===== src/rtl/uart_ctrl.sv =====
// uart_ctrl: parametrised full-duplex UART with baud divider, synchronised mid-bit receiver and valid/ready transmitter.
// Define UART_PARITY_EN to add an even-parity bit to both directions and the rx_parity_err output.
module uart_ctrl #(
    parameter int BAUD_DIV  = 10417,
    parameter int DATA_BITS = 8,
    parameter int STOP_BITS = 1
) (
    input  logic                 fclk,
    input  logic                 rst,
    input  logic [DATA_BITS-1:0] tx_data,
    input  logic                 tx_valid,
    output logic                 tx_ready,
    output logic                 tx,
    input  logic                 rx,
    output logic [DATA_BITS-1:0] rx_data,
    output logic                 rx_valid,
    input  logic                 rx_ready,
    output logic                 rx_frame_err,
`ifdef UART_PARITY_EN
    output logic                 rx_parity_err,
`endif
    output logic                 rx_overrun
);

    localparam logic [15:0] BAUD_LAST = 16'(BAUD_DIV - 1);
    localparam logic [15:0] HALF_LAST = 16'(BAUD_DIV / 2 - 1);
    localparam logic [3:0]  DATA_LAST = 4'(DATA_BITS - 1);
    localparam logic [3:0]  STOP_LAST = 4'(STOP_BITS - 1);

    typedef enum logic [2:0] {
        S_IDLE   = 3'd0,
        S_START  = 3'd1,
        S_DATA   = 3'd2,
`ifdef UART_PARITY_EN
        S_PARITY = 3'd3,
`endif
        S_STOP   = 3'd4
    } state_t;

    function automatic logic even_parity(input logic [DATA_BITS-1:0] d);
        return ^d;
    endfunction

    state_t               r_tx_state, w_tx_state;
    logic [15:0]          r_tx_cnt, w_tx_cnt;
    logic [3:0]           r_tx_bit, w_tx_bit;
    logic [DATA_BITS-1:0] r_tx_shift, w_tx_shift;
    logic                 r_tx, w_tx_line, r_tx_ready;
    logic                 w_tx_end;
`ifdef UART_PARITY_EN
    logic                 r_tx_par;
`endif

    state_t               r_rx_state, w_rx_state;
    logic [15:0]          r_rx_cnt, w_rx_cnt;
    logic [3:0]           r_rx_bit, w_rx_bit;
    logic [DATA_BITS-1:0] r_rx_shift, w_rx_shift;
    logic                 r_rx_s1, r_rx_s2;
    logic                 r_rx_stop, w_rx_stop;
    logic                 r_rx_done, w_rx_done;
    logic                 w_rx_end;
    logic [DATA_BITS-1:0] r_rx_data;
    logic                 r_rx_valid, r_rx_ferr, r_rx_ovr;
`ifdef UART_PARITY_EN
    logic                 r_rx_par_bit, w_rx_par_bit;
    logic                 r_rx_perr;
`endif

    assign w_tx_end = (r_tx_cnt == BAUD_LAST);
    assign w_rx_end = (r_rx_cnt == BAUD_LAST);

    // TX next state; w_tx_line is the value tx takes after this edge
    always_comb begin
        w_tx_state = r_tx_state;
        w_tx_cnt   = r_tx_cnt;
        w_tx_bit   = r_tx_bit;
        w_tx_shift = r_tx_shift;
        w_tx_line  = 1'b1;
        case (r_tx_state)
            S_IDLE: begin
                if (tx_valid && r_tx_ready) begin
                    w_tx_state = S_START;
                    w_tx_cnt   = 16'd0;
                    w_tx_shift = tx_data;
                    w_tx_line  = 1'b0;
                end else begin
                    w_tx_line  = 1'b1;
                end
            end
            S_START: begin
                w_tx_line = 1'b0;
                if (w_tx_end) begin
                    w_tx_state = S_DATA;
                    w_tx_cnt   = 16'd0;
                    w_tx_bit   = 4'd0;
                    w_tx_line  = r_tx_shift[0];
                end else begin
                    w_tx_cnt   = r_tx_cnt + 16'd1;
                end
            end
            S_DATA: begin
                w_tx_line = r_tx_shift[0];
                if (w_tx_end) begin
                    w_tx_cnt   = 16'd0;
                    w_tx_shift = {1'b0, r_tx_shift[DATA_BITS-1:1]};
                    if (r_tx_bit == DATA_LAST) begin
`ifdef UART_PARITY_EN
                        w_tx_state = S_PARITY;
                        w_tx_line  = r_tx_par;
`else
                        w_tx_state = S_STOP;
                        w_tx_bit   = 4'd0;
                        w_tx_line  = 1'b1;
`endif
                    end else begin
                        w_tx_bit   = r_tx_bit + 4'd1;
                        w_tx_line  = r_tx_shift[1];
                    end
                end else begin
                    w_tx_cnt   = r_tx_cnt + 16'd1;
                end
            end
`ifdef UART_PARITY_EN
            S_PARITY: begin
                w_tx_line = r_tx_par;
                if (w_tx_end) begin
                    w_tx_state = S_STOP;
                    w_tx_cnt   = 16'd0;
                    w_tx_bit   = 4'd0;
                    w_tx_line  = 1'b1;
                end else begin
                    w_tx_cnt   = r_tx_cnt + 16'd1;
                end
            end
`endif
            S_STOP: begin
                w_tx_line = 1'b1;
                if (w_tx_end) begin
                    w_tx_cnt = 16'd0;
                    if (r_tx_bit == STOP_LAST) begin
                        w_tx_state = S_IDLE;
                    end else begin
                        w_tx_bit   = r_tx_bit + 4'd1;
                    end
                end else begin
                    w_tx_cnt = r_tx_cnt + 16'd1;
                end
            end
            default: begin
                w_tx_state = S_IDLE;
            end
        endcase
    end

    // TX state register and registered line/ready outputs
    always_ff @(posedge fclk or negedge rst) begin
        if (!rst) begin
            r_tx_state <= S_IDLE;
            r_tx_cnt   <= 16'd0;
            r_tx_bit   <= 4'd0;
            r_tx_shift <= '0;
            r_tx       <= 1'b1;
            r_tx_ready <= 1'b1;
`ifdef UART_PARITY_EN
            r_tx_par   <= 1'b0;
`endif
        end else begin
            r_tx_state <= w_tx_state;
            r_tx_cnt   <= w_tx_cnt;
            r_tx_bit   <= w_tx_bit;
            r_tx_shift <= w_tx_shift;
            r_tx       <= w_tx_line;
            r_tx_ready <= (w_tx_state == S_IDLE);
`ifdef UART_PARITY_EN
            if (r_tx_state == S_IDLE && tx_valid && r_tx_ready) begin
                r_tx_par <= even_parity(tx_data);
            end
`endif
        end
    end

    // RX next state; the counter starts at 1 on detection so the start sample lands BAUD_DIV/2 after the synchronised fall
    always_comb begin
        w_rx_state = r_rx_state;
        w_rx_cnt   = r_rx_cnt;
        w_rx_bit   = r_rx_bit;
        w_rx_shift = r_rx_shift;
        w_rx_stop  = r_rx_stop;
        w_rx_done  = 1'b0;
`ifdef UART_PARITY_EN
        w_rx_par_bit = r_rx_par_bit;
`endif
        case (r_rx_state)
            S_IDLE: begin
                if (!r_rx_s2) begin
                    w_rx_state = S_START;
                    w_rx_cnt   = 16'd1;
                end else begin
                    w_rx_cnt   = 16'd0;
                end
            end
            S_START: begin
                if (r_rx_cnt == HALF_LAST) begin
                    w_rx_cnt   = 16'd0;
                    w_rx_bit   = 4'd0;
                    w_rx_state = r_rx_s2 ? S_IDLE : S_DATA;
                end else begin
                    w_rx_cnt   = r_rx_cnt + 16'd1;
                end
            end
            S_DATA: begin
                if (w_rx_end) begin
                    w_rx_cnt   = 16'd0;
                    w_rx_shift = {r_rx_s2, r_rx_shift[DATA_BITS-1:1]};
                    if (r_rx_bit == DATA_LAST) begin
`ifdef UART_PARITY_EN
                        w_rx_state = S_PARITY;
`else
                        w_rx_state = S_STOP;
`endif
                    end else begin
                        w_rx_bit   = r_rx_bit + 4'd1;
                    end
                end else begin
                    w_rx_cnt   = r_rx_cnt + 16'd1;
                end
            end
`ifdef UART_PARITY_EN
            S_PARITY: begin
                if (w_rx_end) begin
                    w_rx_cnt     = 16'd0;
                    w_rx_par_bit = r_rx_s2;
                    w_rx_state   = S_STOP;
                end else begin
                    w_rx_cnt     = r_rx_cnt + 16'd1;
                end
            end
`endif
            S_STOP: begin
                if (w_rx_end) begin
                    w_rx_cnt   = 16'd0;
                    w_rx_stop  = r_rx_s2;
                    w_rx_done  = 1'b1;
                    w_rx_state = S_IDLE;
                end else begin
                    w_rx_cnt   = r_rx_cnt + 16'd1;
                end
            end
            default: begin
                w_rx_state = S_IDLE;
            end
        endcase
    end

    // RX synchroniser and state register
    always_ff @(posedge fclk or negedge rst) begin
        if (!rst) begin
            r_rx_s1    <= 1'b1;
            r_rx_s2    <= 1'b1;
            r_rx_state <= S_IDLE;
            r_rx_cnt   <= 16'd0;
            r_rx_bit   <= 4'd0;
            r_rx_shift <= '0;
            r_rx_stop  <= 1'b1;
            r_rx_done  <= 1'b0;
`ifdef UART_PARITY_EN
            r_rx_par_bit <= 1'b0;
`endif
        end else begin
            r_rx_s1    <= rx;
            r_rx_s2    <= r_rx_s1;
            r_rx_state <= w_rx_state;
            r_rx_cnt   <= w_rx_cnt;
            r_rx_bit   <= w_rx_bit;
            r_rx_shift <= w_rx_shift;
            r_rx_stop  <= w_rx_stop;
            r_rx_done  <= w_rx_done;
`ifdef UART_PARITY_EN
            r_rx_par_bit <= w_rx_par_bit;
`endif
        end
    end

    // RX handshake: a completion with a same-cycle ack is a consume then a load, so no overrun
    always_ff @(posedge fclk or negedge rst) begin
        if (!rst) begin
            r_rx_data  <= '0;
            r_rx_valid <= 1'b0;
            r_rx_ferr  <= 1'b0;
            r_rx_ovr   <= 1'b0;
`ifdef UART_PARITY_EN
            r_rx_perr  <= 1'b0;
`endif
        end else if (r_rx_done) begin
            r_rx_data  <= r_rx_shift;
            r_rx_valid <= 1'b1;
            r_rx_ferr  <= ~r_rx_stop;
            r_rx_ovr   <= r_rx_valid & ~rx_ready;
`ifdef UART_PARITY_EN
            r_rx_perr  <= even_parity(r_rx_shift) ^ r_rx_par_bit;
`endif
        end else begin
            r_rx_ovr   <= 1'b0;
            if (r_rx_valid && rx_ready) begin
                r_rx_valid <= 1'b0;
            end
        end
    end

    assign tx           = r_tx;
    assign tx_ready     = r_tx_ready;
    assign rx_data      = r_rx_data;
    assign rx_valid     = r_rx_valid;
    assign rx_frame_err = r_rx_ferr;
    assign rx_overrun   = r_rx_ovr;
`ifdef UART_PARITY_EN
    assign rx_parity_err = r_rx_perr;
`endif

endmodule


===== config.mk =====
export PLATFORM = sky130hd
export DESIGN_NAME = uart_ctrl
export DESIGN_NICKNAME = d
export VERILOG_FILES = /design/src/rtl/uart_ctrl.sv
export SDC_FILE = /design/constraint.sdc
export NUM_CORES = 1
export LEC_CHECK = 0
export ABC_AREA = 1
export CAP_MARGIN = 15
export CORE_AREA = 10 10 118 120
export DETAILED_ROUTE_END_ITERATION = 7
export DIE_AREA = 0 0 128 130
export PLACE_DENSITY = 0.64
export SLEW_MARGIN = 5
export SYNTH_ARGS = -nofsm -noshare
export SYNTH_HDL_FRONTEND = slang
export SYNTH_SLANG_ARGS = --single-unit

===== constraint.sdc =====
create_clock -name fclk -period 1.7 [get_ports fclk]
set_clock_uncertainty 0.2 [all_clocks]
set_input_delay 0.17 -clock fclk [delete_from_list [all_inputs] [get_ports fclk]]
set_output_delay 0.17 -clock fclk [all_outputs]
set_load 0.02 [all_outputs]

==> flow_summary.toml, run 1 <==
[synthesis]
synth.distinct_cells = 40
yosysWarnings = 0
synth_enable_flop_cells = 0
synth_area_leaders = "dfrtp_1, nand2_1, nand3_1, inv_1, nor2_1"
avgSynthCellArea_um2 = 7.63
synthArstFlopShare_pct = 100
synthCells = 597
syn-num-nets = 617
synth.cell_area_mm2 = 0.00456
synth_top_area_share_pct = 40.6
yosysTopAreaCell = "dfrtp_1"
dominantRegCellSynth = "dfrtp_1"
ys_ff_latch = 79
ys_top_cells_by_count = "nand2_1, dfrtp_1, inv_1, nand3_1, nor2_1"
synth-seq-area-share_pct = 43.5
synth.most_common_cell = "nand2_1"

[route]
dr.max_layer_used = "met4"
via_per_inst = 5.16
dr.pass1.iters = 5
dr_wl_met2_um = 5810
routed-wl-met3_um = 515
wl_per_cell_um = 13.7
dr.first_iter.drc_count = 384
drc = 0
ant_nets = 0
num_vias = 4431
wirelength_um = 11800
met1_length_um = 5240

[min_path]
whs_endpoint = "r_rx_s1$_DFF_PN1_"
hold_path.startpoint = "rx"
hold_path_depth = 1
hp-class = "in -> reg"

[placement]
gp_congestion = 0.914
port_buffers = 25
dpl.hpwl_um = 8130
placed_cell_area_mm2 = 0.00538

[pwr]
ir_drop_mv = 0.439
powerDensity_mw_per_mm2 = 911
p_leak_nw = 3.03
total_power_mw = 5.75

[critical_path]
arrival_ns = 1.84
crit_path_top_delay_cell = "dfrtp_1"
endpoint_kind = "flop"
path_cells = "ha_2, nand2_2, inv_2, nand2_2, nor2_2, nand2_2, nand2_4, buf_12, nand2_4, o211ai_2, nand2_1"
cp.required_ns = 1.72
r2r_end = "r_rx_cnt[12]$_DFFE_PN0P_"
worstRegToRegCells = 11
reg2reg_from = "r_rx_cnt[0]$_DFFE_PN0P_"
worstSetupPathType = "reg -> reg"
crit_top_cell = "nand2_2"
r2r_slack_ns = -0.12
cp_slowest_stage_delay_ns = 0.39
path_max_fanout = 6
startpoint_type = "flop"

[flow_run]
maxCapViolCount = 0

[run_status]
status = "finished with violations"
violations = "setup timing"

[die]
io_pins = 26
die_h_um = 130
die_w_um = 128
dieArea_mm2 = 0.0166
coreArea_mm2 = 0.0117
row_count = 40
start_util_pct = 38.9

[cells_and_area]
final_util_pct = 53.9
fin_area_mm2 = 0.00631
drive_gt1_share_pct = 34.0
synthToLayoutAreaGrowth_pct = 38.5
antennaDiodeCount = 0
layout.nets = 726

[global_routing]
grt_max_degree = 39
grt_pass1_wl_um = 19200
grt_overflow_total = 0
grt_pass1_vias = 4189
antenna_found_initial = 0
grt_usage_pct = 13.7

[clock_network]
cts_sinks = 79
cts_tree = "done"
h-tree-depth = 3
cts.reportedPaths.clkPinSlew_ns = 0.07
cts-root-buf = "clkbuf_16"
cts_buffers = 9
cts_buffer_depth = 2
worstSkewPairLatency_ns = 0.34

[sta]
hold_viol_final = 0
report.final.slew_viol_count = 0
setup_viol = 22
setup_tns_ns = -1.44
max_clock_freq_ghz = 0.551
slew_headroom_pct = 73.5
period_share_pct = 107
postLayoutSetupSlackWorst_ns = -0.115
min_period_ns = 1.82
tightest_slew_ns = 0.397
grt_setup_unrepaired = "true"
-- worst max path at each step --
| stage | depth (start not counted) | start | end |
|---|---|---|---|
| floorplan | 12 | r_rx_cnt[0]$_DFFE_PN0P_ | r_rx_cnt[14]$_DFFE_PN0P_ |
| detailed placement | 11 | r_rx_cnt[0]$_DFFE_PN0P_ | r_rx_cnt[5]$_DFFE_PN0P_ |
| global route | 12 | r_rx_cnt[1]$_DFFE_PN0P_ | r_rx_state[1]$_DFFE_PN0P_ |
| CTS | 13 | r_rx_cnt[0]$_DFFE_PN0P_ | r_rx_cnt[0]$_DFFE_PN0P_ |
| global placement | 13 | r_rx_cnt[0]$_DFFE_PN0P_ | r_rx_cnt[0]$_DFFE_PN0P_ |
| finish | 11 | r_rx_cnt[0]$_DFFE_PN0P_ | r_rx_cnt[12]$_DFFE_PN0P_ |
-- stage by stage --
step | hold slack, ns | cells | setup WS (ns)
after floorplan | -0.326 | 597 | 0.0485
after global placement | -0.0762 | 819 | -0.0244
after detailed placement | -0.0733 | 819 | -0.0428
after CTS | 0.0234 | 838 | -0.0810
after global routing | 0.0251 | 858 | -0.219
final | 0.0340 | 858 | -0.115
-- where the power goes --
| group | internal, mW | total (mW) | switching, mW |
|---|---|---|---|
| Clock | 1.16 | 1.99 | 0.837 |
| Sequential | 2.11 | 2.32 | 0.211 |
| Combinational | 0.706 | 1.44 | 0.733 |
| Total | 3.97 | 5.75 | 1.78 |
-- cells in the final DEF (no fill, tap or decap), types with 16 or more instances in the layout --
cell / Yosys / final
buf_4: 1 / 75
dfrtp_1: 74 / 70
inv_1: 56 / 46
inv_2: 11 / 18
nand2_1: 162 / 150
nand2_2: 9 / 17
nand3_1: 50 / 45
nand4_1: 23 / 23
nor2_1: 48 / 27
nor2_2: 9 / 16
nor2_4: 3 / 17
o21ai_0: 24 / 20
o21ai_1: 30 / 29
-- critical path, delay by kind of cell, from the launching register on --
family                     cells  cell delay [ns]
AOI/OAI and AO/OA              1             0.08
DFF                            1             0.39
adders and majority gates      1             0.20
buffers and inverters          2             0.19
and+or+nand+nor                7             0.64
-- kinds of logic (layout without fill, tap and decap cells) --
logic type / after synthesis / count (layout) / share of synthesized area (%)
AND/OR/NAND/NOR: 349 / 351 / 36.9
buffers and inverters: 80 / 192 / 7.33
flip-flops: 79 / 79 / 43.5
AO/OA/AOI/OAI: 76 / 76 / 9.17
adder cells (fa/ha/maj): 7 / 7 / 1.92
XOR/XNOR: 6 / 6 / 1.15
-- registers in the layout, indices dropped and copies added (netlist names), 4 cells and up --
| signal | flops |
|---|---|
| r_rx_bit | 4 |
| r_rx_cnt | 16 |
| r_rx_shift | 8 |
| r_tx_bit | 4 |
| r_tx_cnt | 16 |
| r_tx_shift | 8 |
| rx_data | 8 |
-- timing repair --
action / 4_1_cts / 5_1_grt
setup buffers: 1 / 20
endpoints found under the hold margin: 76 / 0
gates cloned: 1 / 1
setup endpoints to repair: 40 / 70
pin swaps: 3 / 36
hold buffers: 1 / 0
resized for setup: 21 / 103
-- metal layers --
layer / global-route usage (%) / vias to the layer above
li1: - / 2176
met1: 17.2 / 2121
met2: 22.6 / 113
met3: 3.16 / 21
met4: 4.90 / 0
met5: 0 / -
-- cell type report --
class,instances,area (µm²)
Clock buffer,9,225
Clock inverter,7,81.3
Fill cell,1088,5400
Inverter,69,270
Multi-Input combinational cell,440,2630
Sequential cell,79,1990
Tap cell,147,184
Timing Repair Buffer,107,930
No activity file was read; power rests on OpenSTA's default activity.
==> run 2: changes to the inputs <==
--- a/config.mk
+++ b/config.mk
@@ -11,7 +11,7 @@
 export DETAILED_ROUTE_END_ITERATION = 7
 export DIE_AREA = 0 0 128 130
 export PLACE_DENSITY = 0.64
-export SLEW_MARGIN = 5
+export SKIP_LAST_GASP = 1
 export SYNTH_ARGS = -nofsm -noshare
 export SYNTH_HDL_FRONTEND = slang
 export SYNTH_SLANG_ARGS = --single-unit
==> flow_summary.toml, run 2 (synthesis results as in run 1) <==
[run_status]
status = "finished with violations"
violations = "setup timing"

[cells_and_area]
final_cell_mix = "nand2_1, buf_4, dfrtp_1"
antennaDiodeCount = 0
layout.nets = 725
synthToLayoutAreaGrowth_pct = 38.7
drive_gt1_share_pct = 34.4
fillers = 1087
reg_top3 = "r_rx_cnt (16), r_tx_cnt (16)"
final_common_cell = "nand2_1"
fin_cells = 857
multiInputGateArea_mm2 = 0.00265
regArea_mm2 = 0.00199
fin_area_mm2 = 0.00632

[sta]
setup_viol = 25
report.final.slew_viol_count = 0
hold_viol_final = 0
max_clock_freq_ghz = 0.553
slew_headroom_pct = 73.5
setup_tns_ns = -1.50
postLayoutSetupSlackWorst_ns = -0.109
tightest_slew_ns = 0.398
min_period_ns = 1.81
fin_hold_ws_ns = 0.0305
grt_setup_unrepaired = "true"
period_share_pct = 106

[placement]
placed_cells = 819
gp_congestion = 0.914
placed_cell_area_mm2 = 0.00538
port_buffers = 25
dpl.hpwl_um = 8130

[route]
wirelength_um = 11800
drc = 0
via_per_inst = 5.16
ant_nets = 0
wl_per_cell_um = 13.8
dr.pass1.iters = 5
dr.first_iter.drc_count = 399
num_vias = 4420

[die]
io_pins = 26
die_w_um = 128
dieArea_mm2 = 0.0166
row_count = 40
coreArea_mm2 = 0.0117
start_util_pct = 38.9
die_h_um = 130

[critical_path]
cp.required_ns = 1.73
startpoint_type = "flop"
worstSetupPathType = "reg -> reg"
critPathLaunch = "r_rx_cnt[0]$_DFFE_PN0P_"
path_max_fanout = 6
endpoint_kind = "flop"
arrival_ns = 1.84
reg2reg_from = "r_rx_cnt[0]$_DFFE_PN0P_"

[clock_network]
cts_buffer_depth = 2
cts.reportedPaths.clkPinSlew_ns = 0.07
cts_tree = "done"
cts_sinks = 79
worstSkewPairLatency_ns = 0.34
cts-root-buf = "clkbuf_16"
h-tree-depth = 3
cts_buffers = 9

[pwr]
ir_drop_mv = 0.445
p_leak_nw = 3.03
powerDensity_mw_per_mm2 = 911

[global_routing]
grt_pass1_vias = 4191
grt_overflow_total = 0
grt_pass1_wl_um = 19200
use_met3_pct = 3.16
grt_max_degree = 39
grt_use_met2_pct = 22.6
grt_usage_pct = 13.7
busiest_layer = "met2"
antenna_found_initial = 0
use_met1_pct = 17.3

[flow_run]
maxCapViolCount = 0

[min_path]
hold_path.startpoint = "rx"
hp-class = "in -> reg"
## run 2: cell types whose count changed in the layout (fill, tap and decap cells not counted), sizes merged
cell	before	now
buf	82	81
## run 2: per-stage QoR
| stage | power, mW | setup slack (ns) | util, % |
|---|---|---|---|
| after floorplan | 2.88 | 0.0485 | - |
| after global placement | 3.39 | -0.0244 | 46.0 |
| after detailed placement | 3.42 | -0.0428 | 46.0 |
| after CTS | 5.50 | -0.0810 | 49.4 |
| after global routing | 6.05 | -0.219 | 53.9 |
| final | 5.76 | -0.109 | 53.9 |
## run 2: worst paths after layout
path	endpoint	slack, ns	cells after the start
min in group asynchronous	r_tx_cnt[14]$_DFFE_PN0P_	0.09	2
max	r_rx_cnt[12]$_DFFE_PN0P_	-0.11	11
min reg2reg	r_rx_s2$_DFF_PN1_	0.16	0
max reg2reg	r_rx_cnt[12]$_DFFE_PN0P_	-0.11	11
max in group asynchronous	r_rx_s1$_DFF_PN1_	0.61	3
min	r_rx_s1$_DFF_PN1_	0.03	1
## run 2: worst max-delay path, stage by stage (launching register included)
cell	delay (ns)
dfrtp_1	0.39
ha_2	0.20
nand2_2	0.06
inv_2	0.07
nand2_2	0.04
nor2_2	0.12
nand2_2	0.10
nand2_4	0.15
buf_12	0.12
nand2_4	0.09
o211ai_2	0.08
nand2_1	0.07
## run 2: timing repair
item | 4_1_cts | 5_1_grt
gates cloned | 1 | 1
pin swaps | 3 | 36
buffers inserted | 1 | 19
hold buffers | 1 | 0
hold endpoints to repair | 76 | 0
endpoints found under the setup margin | 40 | 70
resized for setup | 20 | 107
## run 2: layer usage
layer	routed length [µm]	part of all wire, %
met5	0	0
met1	5190	44
met4	200	1.7
met2	5850	49
met3	589	5.0
## run 2: layout make-up
cell class                      count  share of cell area, %
Multi-Input combinational cell    440                   41.9
Sequential cell                    79                   31.5
Timing Repair Buffer              106                   14.6
Inverter                           69                   4.28
Clock buffer                        9                   3.57
Tap cell                          147                   2.91
Clock inverter                      7                   1.29
## run 2: power by group
part / internal (mW) / switching (mW)
combinational: 0.701 / 0.733
clock: 1.16 / 0.848
sequential: 2.11 / 0.214
total: 3.96 / 1.79
==> run 3: changes to the inputs <==
--- a/config.mk
+++ b/config.mk
@@ -11,6 +11,7 @@
 export DETAILED_ROUTE_END_ITERATION = 7
 export DIE_AREA = 0 0 128 130
 export PLACE_DENSITY = 0.64
+export REMOVE_ABC_BUFFERS = 1
 export SKIP_LAST_GASP = 1
 export SYNTH_ARGS = -nofsm -noshare
 export SYNTH_HDL_FRONTEND = slang
==> flow_summary.toml, run 3 (synthesis results as in run 1) <==
[run_status]
status = "finished with violations"
violations = "setup timing"

[critical_path]
cp.required_ns = 1.74
path_cells = "ha_2, nand2_2, inv_2, nand2_2, nor2_2, nand2_2, nand2_4, nand2_8, nand2_1, nand2_1, nand2_1, inv_1"
path_max_fanout = 13
endpoint_kind = "flop"
crit_path_top_delay_cell = "dfrtp_1"
arrival_ns = 1.76
startpoint_type = "flop"
cp_slowest_stage_delay_ns = 0.38
crit_buf_inv = 2
crit_family = "simple AND/OR/NAND/NOR gates"
worstSetupPathType = "reg -> reg"

[sta]
max_clock_freq_ghz = 0.581
grt_setup_unrepaired = "true"
slew_headroom_pct = 76.8
period_share_pct = 101
postLayoutSetupSlackWorst_ns = -0.0217
min_period_ns = 1.72
hold_viol_final = 0
setup_tns_ns = -0.0741
tightest_slew_ns = 0.347
setup_viol = 8
report.final.slew_viol_count = 0
fin_hold_ws_ns = 0.0332

[route]
wl_per_cell_um = 13.2
wirelength_um = 11200
ant_nets = 0
dr.pass1.iters = 5
num_vias = 4311
via_per_inst = 5.09
drc = 0
dr.first_iter.drc_count = 332

[cells_and_area]
antennaDiodeCount = 0
fillers = 1095
layout.nets = 715
final_util_pct = 51.6
reg_top3 = "r_rx_cnt (16), r_tx_cnt (16)"
fin_cells = 847
final_common_cell = "nand2_1"
synthToLayoutAreaGrowth_pct = 32.7
final_cell_mix = "nand2_1, dfrtp_1, buf_4"
drive_gt1_share_pct = 28.9

[clock_network]
cts_tree = "done"
cts.reportedPaths.clkPinSlew_ns = 0.06
cts_sinks = 79
worstSkewPairLatency_ns = 0.34
cts_buffer_depth = 2
cts-root-buf = "clkbuf_16"
h-tree-depth = 3
cts_buffers = 9

[die]
io_pins = 26
die_w_um = 128
die_h_um = 130
dieArea_mm2 = 0.0166
row_count = 40
coreArea_mm2 = 0.0117
start_util_pct = 38.9

[placement]
gp_congestion = 0.904
dpl.hpwl_um = 8110
port_buffers = 25
placed_cells = 821

[global_routing]
grt_usage_pct = 13.4
grt_pass1_wl_um = 18800
grt_pass1_vias = 4199
grt_max_degree = 29
antenna_found_initial = 0
grt_overflow_total = 0

[min_path]
hp-class = "in -> reg"

[flow_run]
maxCapViolCount = 0

[pwr]
powerDensity_mw_per_mm2 = 914
ir_drop_mv = 0.525
p_leak_nw = 2.99
-- run 3: cell count changes in the layout (fill, tap and decap cells not counted), sizes merged --
cell / before / now
clkinvlp: 3 / 2
inv: 69 / 71
buf: 81 / 72
clkdlybuf4s50: 13 / 12
bufinv: 1 / 0
dlymetal6s2s: 9 / 10
nand2: 176 / 175
-- run 3: worst register-to-register path: stages (launching register included) --
cell     delay, ns
dfrtp_1       0.38
ha_2          0.20
nand2_2       0.06
inv_2         0.09
nand2_2       0.06
nor2_2        0.11
nand2_2       0.09
nand2_4       0.11
nand2_8       0.11
nand2_1       0.08
nand2_1       0.04
nand2_1       0.05
inv_1         0.03
-- run 3: final timing paths --
| kind | cells past startpoint | endpoint | slack, ns | start |
|---|---|---|---|---|
| worst min register to register | 0 | r_rx_s2$_DFF_PN1_ | 0.16 | r_rx_s1$_DFF_PN1_ |
| worst min-delay path | 1 | r_rx_s1$_DFF_PN1_ | 0.03 | rx |
| worst max register to register | 12 | r_rx_cnt[0]$_DFFE_PN0P_ | -0.02 | r_rx_cnt[0]$_DFFE_PN0P_ |
| worst max-delay path | 12 | r_rx_cnt[0]$_DFFE_PN0P_ | -0.02 | r_rx_cnt[0]$_DFFE_PN0P_ |
| min in group asynchronous | 2 | rx_valid$_DFFE_PN0P_ | 0.05 | rst |
| max in group asynchronous | 3 | r_rx_s1$_DFF_PN1_ | 0.66 | rst |
-- run 3: where the power goes --
group	switching (mW)	internal (mW)
Sequential	0.159	2.10
Combinational	0.725	0.663
Clock	0.851	1.02
-- run 3: layer usage --
| metal | track usage, % | vias to the layer above | wire length, µm |
|---|---|---|---|
| li1 | - | 2152 | - |
| met1 | 16.6 | 2051 | 5040 |
| met4 | 4.90 | 0 | 142 |
| met3 | 2.68 | 11 | 468 |
| met2 | 22.8 | 97 | 5560 |
| met5 | 0 | - | 0 |
-- run 3: timing repair --
action / in CTS / in global routing
setup buffers: 3 / 5
hold buffers: 1 / 0
cloned: 1 / 1
resized for setup: 15 / 67
pin swaps: 5 / 34
endpoints found under the hold margin: 75 / 0
setup endpoints to repair: 27 / 71
-- run 3: area by class of cell --
cell class | count | area, µm² | area share [%]
Sequential cell | 79 | 1990 | 32.9
Timing Repair Buffer | 97 | 857 | 14.2
Clock buffer | 9 | 225 | 3.73
Tap cell | 147 | 184 | 3.04
Multi-Input combinational cell | 439 | 2460 | 40.8
Clock inverter | 7 | 63.8 | 1.06
Inverter | 69 | 263 | 4.35
-- run 3: per-stage QoR --
stage	setup WS, ns	power [mW]	area (µm²)
finish	-0.0217	5.53	6040
detailed placement	-0.0545	3.45	5400
floorplan	-0.0333	2.86	4480
global route	-0.182	5.83	6040
CTS	-0.0174	5.40	5780
global placement	-0.00641	3.42	5400
